## src/rtl/clk_div_multi.sv

```systemverilog
// Multi-channel programmable clock divider: NCH independent 50% dividers with
// glitch-free (shadowed) divisor updates. Define SYNC_EN to add the phase-realign input.
module clk_div_multi #(
  parameter  int NCH     = 4,
  parameter  int CW      = 12,
  parameter  int DEF_DIV = 2500,
  localparam int WCH     = (NCH > 1) ? $clog2(NCH) : 1
) (
  input  logic           clk,
  input  logic           reset,
  input  logic           wr_en,
  input  logic [WCH-1:0] wr_ch,
  input  logic [CW-1:0]  wr_div,
`ifdef SYNC_EN
  input  logic           sync,
`endif
  input  logic [NCH-1:0] ch_en,
  output logic [NCH-1:0] clk_div,
  output logic [NCH-1:0] tick,
  output logic [NCH-1:0] pend
);

  localparam logic [CW-1:0] DEF_VAL = CW'(DEF_DIV);

  logic [CW-1:0]  cnt_q [NCH];
  logic [CW-1:0]  cnt_d [NCH];
  logic [CW-1:0]  act_q [NCH];
  logic [CW-1:0]  act_d [NCH];
  logic [CW-1:0]  shd_q [NCH];
  logic [CW-1:0]  shd_d [NCH];
  logic [NCH-1:0] clk_q, clk_d;
  logic [NCH-1:0] tick_q, tick_d;
  logic [NCH-1:0] pend_q, pend_d;

  always_comb begin
    // NOTE: every next-state signal gets a hold/default value first so no path leaves it unassigned (no latch).
    cnt_d  = cnt_q;
    act_d  = act_q;
    shd_d  = shd_q;
    clk_d  = clk_q;
    pend_d = pend_q;
    tick_d = '0;
    for (int i = 0; i < NCH; i++) begin
`ifdef SYNC_EN
      if (sync) begin
        cnt_d[i] = '0;
        clk_d[i] = 1'b0;
        if (pend_q[i]) begin
          act_d[i]  = shd_q[i];
          pend_d[i] = 1'b0;
        end
      end else
`endif
      if (ch_en[i]) begin
        if (cnt_q[i] == act_q[i]) begin
          cnt_d[i]  = '0;
          clk_d[i]  = ~clk_q[i];
          tick_d[i] = 1'b1;
          // The wrap consumes the shadow as it stood before this edge's write.
          if (pend_q[i]) begin
            act_d[i]  = shd_q[i];
            pend_d[i] = 1'b0;
          end
        end else begin
          cnt_d[i] = cnt_q[i] + CW'(1);
        end
      end
      // Written last so a same-cycle write re-arms pend after a wrap clears it.
      if (wr_en && (32'(wr_ch) == i)) begin
        shd_d[i]  = wr_div;
        pend_d[i] = 1'b1;
      end
    end
  end

  always_ff @(posedge clk or negedge reset) begin
    if (!reset) begin
      // NOTE: the per-channel arrays are real control state, so they are reset like any register.
      for (int i = 0; i < NCH; i++) begin
        cnt_q[i] <= '0;
        act_q[i] <= DEF_VAL;
        shd_q[i] <= DEF_VAL;
      end
      clk_q  <= '0;
      tick_q <= '0;
      pend_q <= '0;
    end else begin
      // NOTE: non-blocking assignments so all state updates see the pre-edge values.
      cnt_q  <= cnt_d;
      act_q  <= act_d;
      shd_q  <= shd_d;
      clk_q  <= clk_d;
      tick_q <= tick_d;
      pend_q <= pend_d;
    end
  end

  assign clk_div = clk_q;
  assign tick    = tick_q;
  assign pend    = pend_q;

endmodule

```

## config.mk

```make
export PLATFORM = sky130hd
export DESIGN_NAME = clk_div_multi
export DESIGN_NICKNAME = d
export VERILOG_FILES = /design/src/rtl/clk_div_multi.sv
export SDC_FILE = /design/constraint.sdc
export NUM_CORES = 1
export LEC_CHECK = 0
export ABC_AREA = 1
export CAP_MARGIN = 15
export CORE_ASPECT_RATIO = 0.6
export CORE_UTILIZATION = 30
export DETAILED_ROUTE_END_ITERATION = 10
export PLACE_DENSITY_LB_ADDON = 0.3
export SYNTH_ARGS = -nofsm -noshare
export SYNTH_HDL_FRONTEND = slang
export SYNTH_SLANG_ARGS = --single-unit
```

## constraint.sdc

```tcl
create_clock -name clk -period 4.5 [get_ports clk]
set_input_delay 0.675 -clock clk [delete_from_list [all_inputs] [get_ports clk]]
set_output_delay 0.675 -clock clk [all_outputs]
set_load 0.01 [all_outputs]
```

* Word level (Yosys, flattened, before mapping)
Cells that the tools add are included.
** Storage, ports and cells
- Output and inout bits :: 12
- Register bits after elaboration :: 156
- Input port bits :: 21
- Logic and storage cells :: 85
** Cells by class
- Equality and inequality tests :: 7
- Mux-type cells :: 24
- Bitwise gates (word level) :: 4
- Reduce and logical (&&, ||, !) cells :: 25
- Add/sub/neg operators :: 4
** Operator list (number)
- 12-bit by 1-bit adder with 12-bit output, second input constant :: 4
- 12-bit == test :: 4
- 12-bit 2-to-1 mux :: 4
- 1-bit 2-to-1 mux :: 20
- 2-bit AND reduction :: 8
- 2-bit nonzero test :: 8
- 3-bit AND reduction :: 4
- 2-bit == test, second input constant :: 2
- 1-bit logical AND :: 4
- 1-bit inverter :: 4
- 2-bit by 1-bit == test with 1-bit output, second input constant :: 1
- 2-bit zero test :: 1

* Logic depth before layout (Yosys ltp)
- Depth after elaboration :: 4
- Gate-level depth with buffers :: 11

* Worst setup path after synthesis
OpenSTA, ideal clock, no wires.
- Kind :: input to register
- Start :: input ch_en[1]
- End :: register cnt_q[33] (netlist bit)
- Cell stages on the path :: 9
- Path buffers :: 1
- Setup time :: 0.112 ns
- Arrival time :: 1.549 ns
- Data required time :: 4.388 ns
- Slack :: 2.839 ns
- Path through :: buf_2 -> nand2_1 -> nor2_1 -> nand2_1 -> nor2_1 -> xor2_1 -> inv_1 -> nand2_1 -> inv_2
** RTL lines
- start: declaration :: line 17 : input logic [NCH-1:0] ch_en,
- end signal: assignment :: line 89 : cnt_q <= cnt_d;
- end: declaration :: line 25 : logic [CW-1:0] cnt_q [NCH];

* Worst setup path in the final report
- Start :: register pend_q[2], in the netlist pend[2]
- End :: output pend[2]
** RTL lines
- start: declaration :: line 33 : logic [NCH-1:0] pend_q, pend_d;
- start signal: assignment :: line 94 : pend_q <= pend_d;
- end: declaration :: line 20 : output logic [NCH-1:0] pend
No word-level cell between the ends.

==> out/metrics.cfg <==
[grt]
use_met3_pct = 2.62
met1_usage_pct = 21.8
grt_use_total_pct = 13.6
grt_pass1_wl_mm = 28.7
overflow = 0
use_met2_pct = 17.9
antenna_found_initial = 1
first_global_vias = 5550
busiest_layer = met1
grt_max_degree = 157

[worst_setup_path]
r2r_slack_ns = 2.50
cp_cell_sequence = clkdlybuf4s50_1
timing.critical_path.buf_inv = 1
critical_path.max_stage_delay_ns = 0.55
critPathSlowestCell = clkdlybuf4s50_1
crit_type = reg2out
reg2reg_to = act_q[37]
cp_max_fo = 3
startpoint_type = register
crit_arrival_ns = 1.34
cpLargestDelayFamily = buffers and inverters
worstSetupEndpointType = output port
crit-reg2reg-launch = act_q[38]
cp_data_required_time_ns = 3.83
worstRegToRegCells = 6

[layout]
fin_cells = 1337
syn_to_final_growth_pct = 15.0
final_common_cell = nand2_1
nNetsFinal = 1020
antenna_cells = 0
layout_common_cells = nand2_1 (365), inv_1 (124), dfrtp_1 (116), nor2_1 (66), nand4_1 (61)
drive_above_1_share_pct = 10.7
final_area_mm2 = 0.00888

[detailed_routing]
wirelength_mm = 16.7
drt_iter0_drc = 350
dr.pass1.iters = 5
ant_nets = 0
drc_errors = 0
wl_per_cell_um = 12.5
via_count = 5942
via_per_inst = 4.44

[cts]
path_clk_slew_ns = 0.06
cts_inserted_buffers = 17
ctsHoldBuffers = 0
clockBufferDepth = 2
clk_latency_ns = 0.42
clock_sinks = 156
post_cts_resized = 0
cts-root-buf = clkbuf_16
htree_num_levels = 4
cts_setup_buffers = 0
cts_tree = done

[sta]
worst_pin_slew_ns = 0.970
drv_slew = 0
tns_ns = 0
period_needed_ns = 2.02
rsz0062_at_grt = no
finalCritPeriodShare_pct = 44.8
hold_viol = 0
max_slew_margin_pct = 35.3
hold_slack_ns = 0.281
max_freq_mhz = 496
fin_ws_ns = 2.48
finalSetupViolCount = 0
finalClockSkew_ns = 0.0108

[synth]
yosysSeqAreaShare_pct = 51.2
ys_types = 27
yosysTopAreaCell = dfrtp_1
synth_top_family_by_area = simple AND/OR/NAND/NOR gates
synth_top_area_share_pct = 37.6
synth-compound-area-share_pct = 3.82
yosys.area_share.simple_pct = 30.9
synth_mux_area_share_pct = 0
synth-xor-area-share_pct = 4.42
netlist_area_mm2 = 0.00772
syn-num-nets = 1001
synthAdderAreaFrac_pct = 0.648
syn_avg_cell_area_um2 = 7.91
syn_inst = 976
synthTopCellsByArea = dfrtp_1 (38%), nand2_1 (18%), dfstp_2 (14%)
synth-seq-cells = 156
yosysWarnings = 0

[run]
max_cap_violations = 0

[die]
ios = 33
dieArea_mm2 = 0.0264
initial_core_util_pct = 30.5
rows = 45
coreArea_mm2 = 0.0253
die_width_um = 209
fp.dieH_um = 126

[power_and_ir_drop]
ir_drop_v = 0.000218
power.density_mw_per_mm2 = 482
p_leak_nw = 4.48

[worst_hold_path]
min_path_type = in2async

[place]
gp_congestion = 0.796
dpl_cell_area_mm2 = 0.00829
post-place-ws_ns = 2.10
dp.cells = 1305
hpwl_mm = 11.7
io_buffers = 32

[run_status]
outcome = completed

-- report_power, final --
part           switching, W  leakage, nW  internal [W]  total [W]
Clock              0.000604        0.272      0.000835    0.00144
Sequential         0.000266         1.87       0.00166    0.00193
Combinational      0.000569         2.35      0.000343   0.000912
-- per-layer routing --
layer | share of wire [%] | wire (um)
met1 | 58 | 9710
met3 | 3.0 | 496
met4 | 0.93 | 155
met5 | 0 | 0
met2 | 38 | 6370
-- registers in the layout (all words and copies together) (netlist names) --
register / count
pend: 4
cnt_q: 48
clk_div: 4
act_q: 48
tick: 4
shd_q: 48
-- worst reg2reg max path, stage by stage (launching register included) --
cell,delay [ns]
dfstp_2,0.54
xnor2_1,0.11
nand2_1,0.08
nor2_2,0.55
nand3_2,0.39
nand2_1,0.15
nand2_1,0.06
-- per-stage QoR --
step	power [W]	util, %
final	0.00428	35.1
after global routing	0.00455	35.1
after CTS	0.00432	35.1
after detailed placement	0.00286	32.8
after global placement	0.00285	32.8
after floorplan	0.00262	-
-- cells in the mapped netlist --
master / number
inv_1: 124
xnor2_1: 16
nand2_2: 2
nand2_1: 365
o21bai_1: 1
nor2_8: 2
nor2_2: 6
ha_1: 4
o21ai_0: 55
xor2_1: 23
nand4_1: 61
nor2_4: 4
a21oi_1: 1
dfrtp_1: 116
or2_2: 1
nor2_1: 66
inv_2: 13
buf_2: 10
clkbuf_1: 12
nand3_2: 7
nand3_1: 32
clkbuf_2: 3
dfstp_2: 40
buf_6: 3
a22oi_1: 1
buf_4: 5
nor3_1: 3
-- logic make-up after synthesis --
kind of cell / count (synthesis)
DFF: 156
adders and majority gates: 4
AOI/OAI and AO/OA: 58
and+or+nand+nor: 549
xor gates and xnor gates: 39
buffers and inverters: 170
-- worst max path at each step --
stage                  start        end  slack, ns  cells after the start
global placement    ch_en[2]  act_q[13]       2.11                      6
floorplan           ch_en[1]  cnt_q[33]       2.84                      9
global route        wr_ch[1]  shd_q[19]       2.26                      3
CTS                  pend[3]    pend[3]       2.45                      1
detailed placement  ch_en[2]  act_q[22]       2.10                      6
finish               pend[2]    pend[2]       2.48                      1
-- final cells by class --
type / instances / area [um^2]
Clock buffer: 19 / 443
Clock inverter: 13 / 143
Fill cell: 2601 / 16400
Inverter: 137 / 514
Multi-Input combinational cell: 650 / 3070
Sequential cell: 156 / 3950
Tap cell: 329 / 412
Timing Repair Buffer: 33 / 342
Note: power is estimated with default switching activity, not from simulation.
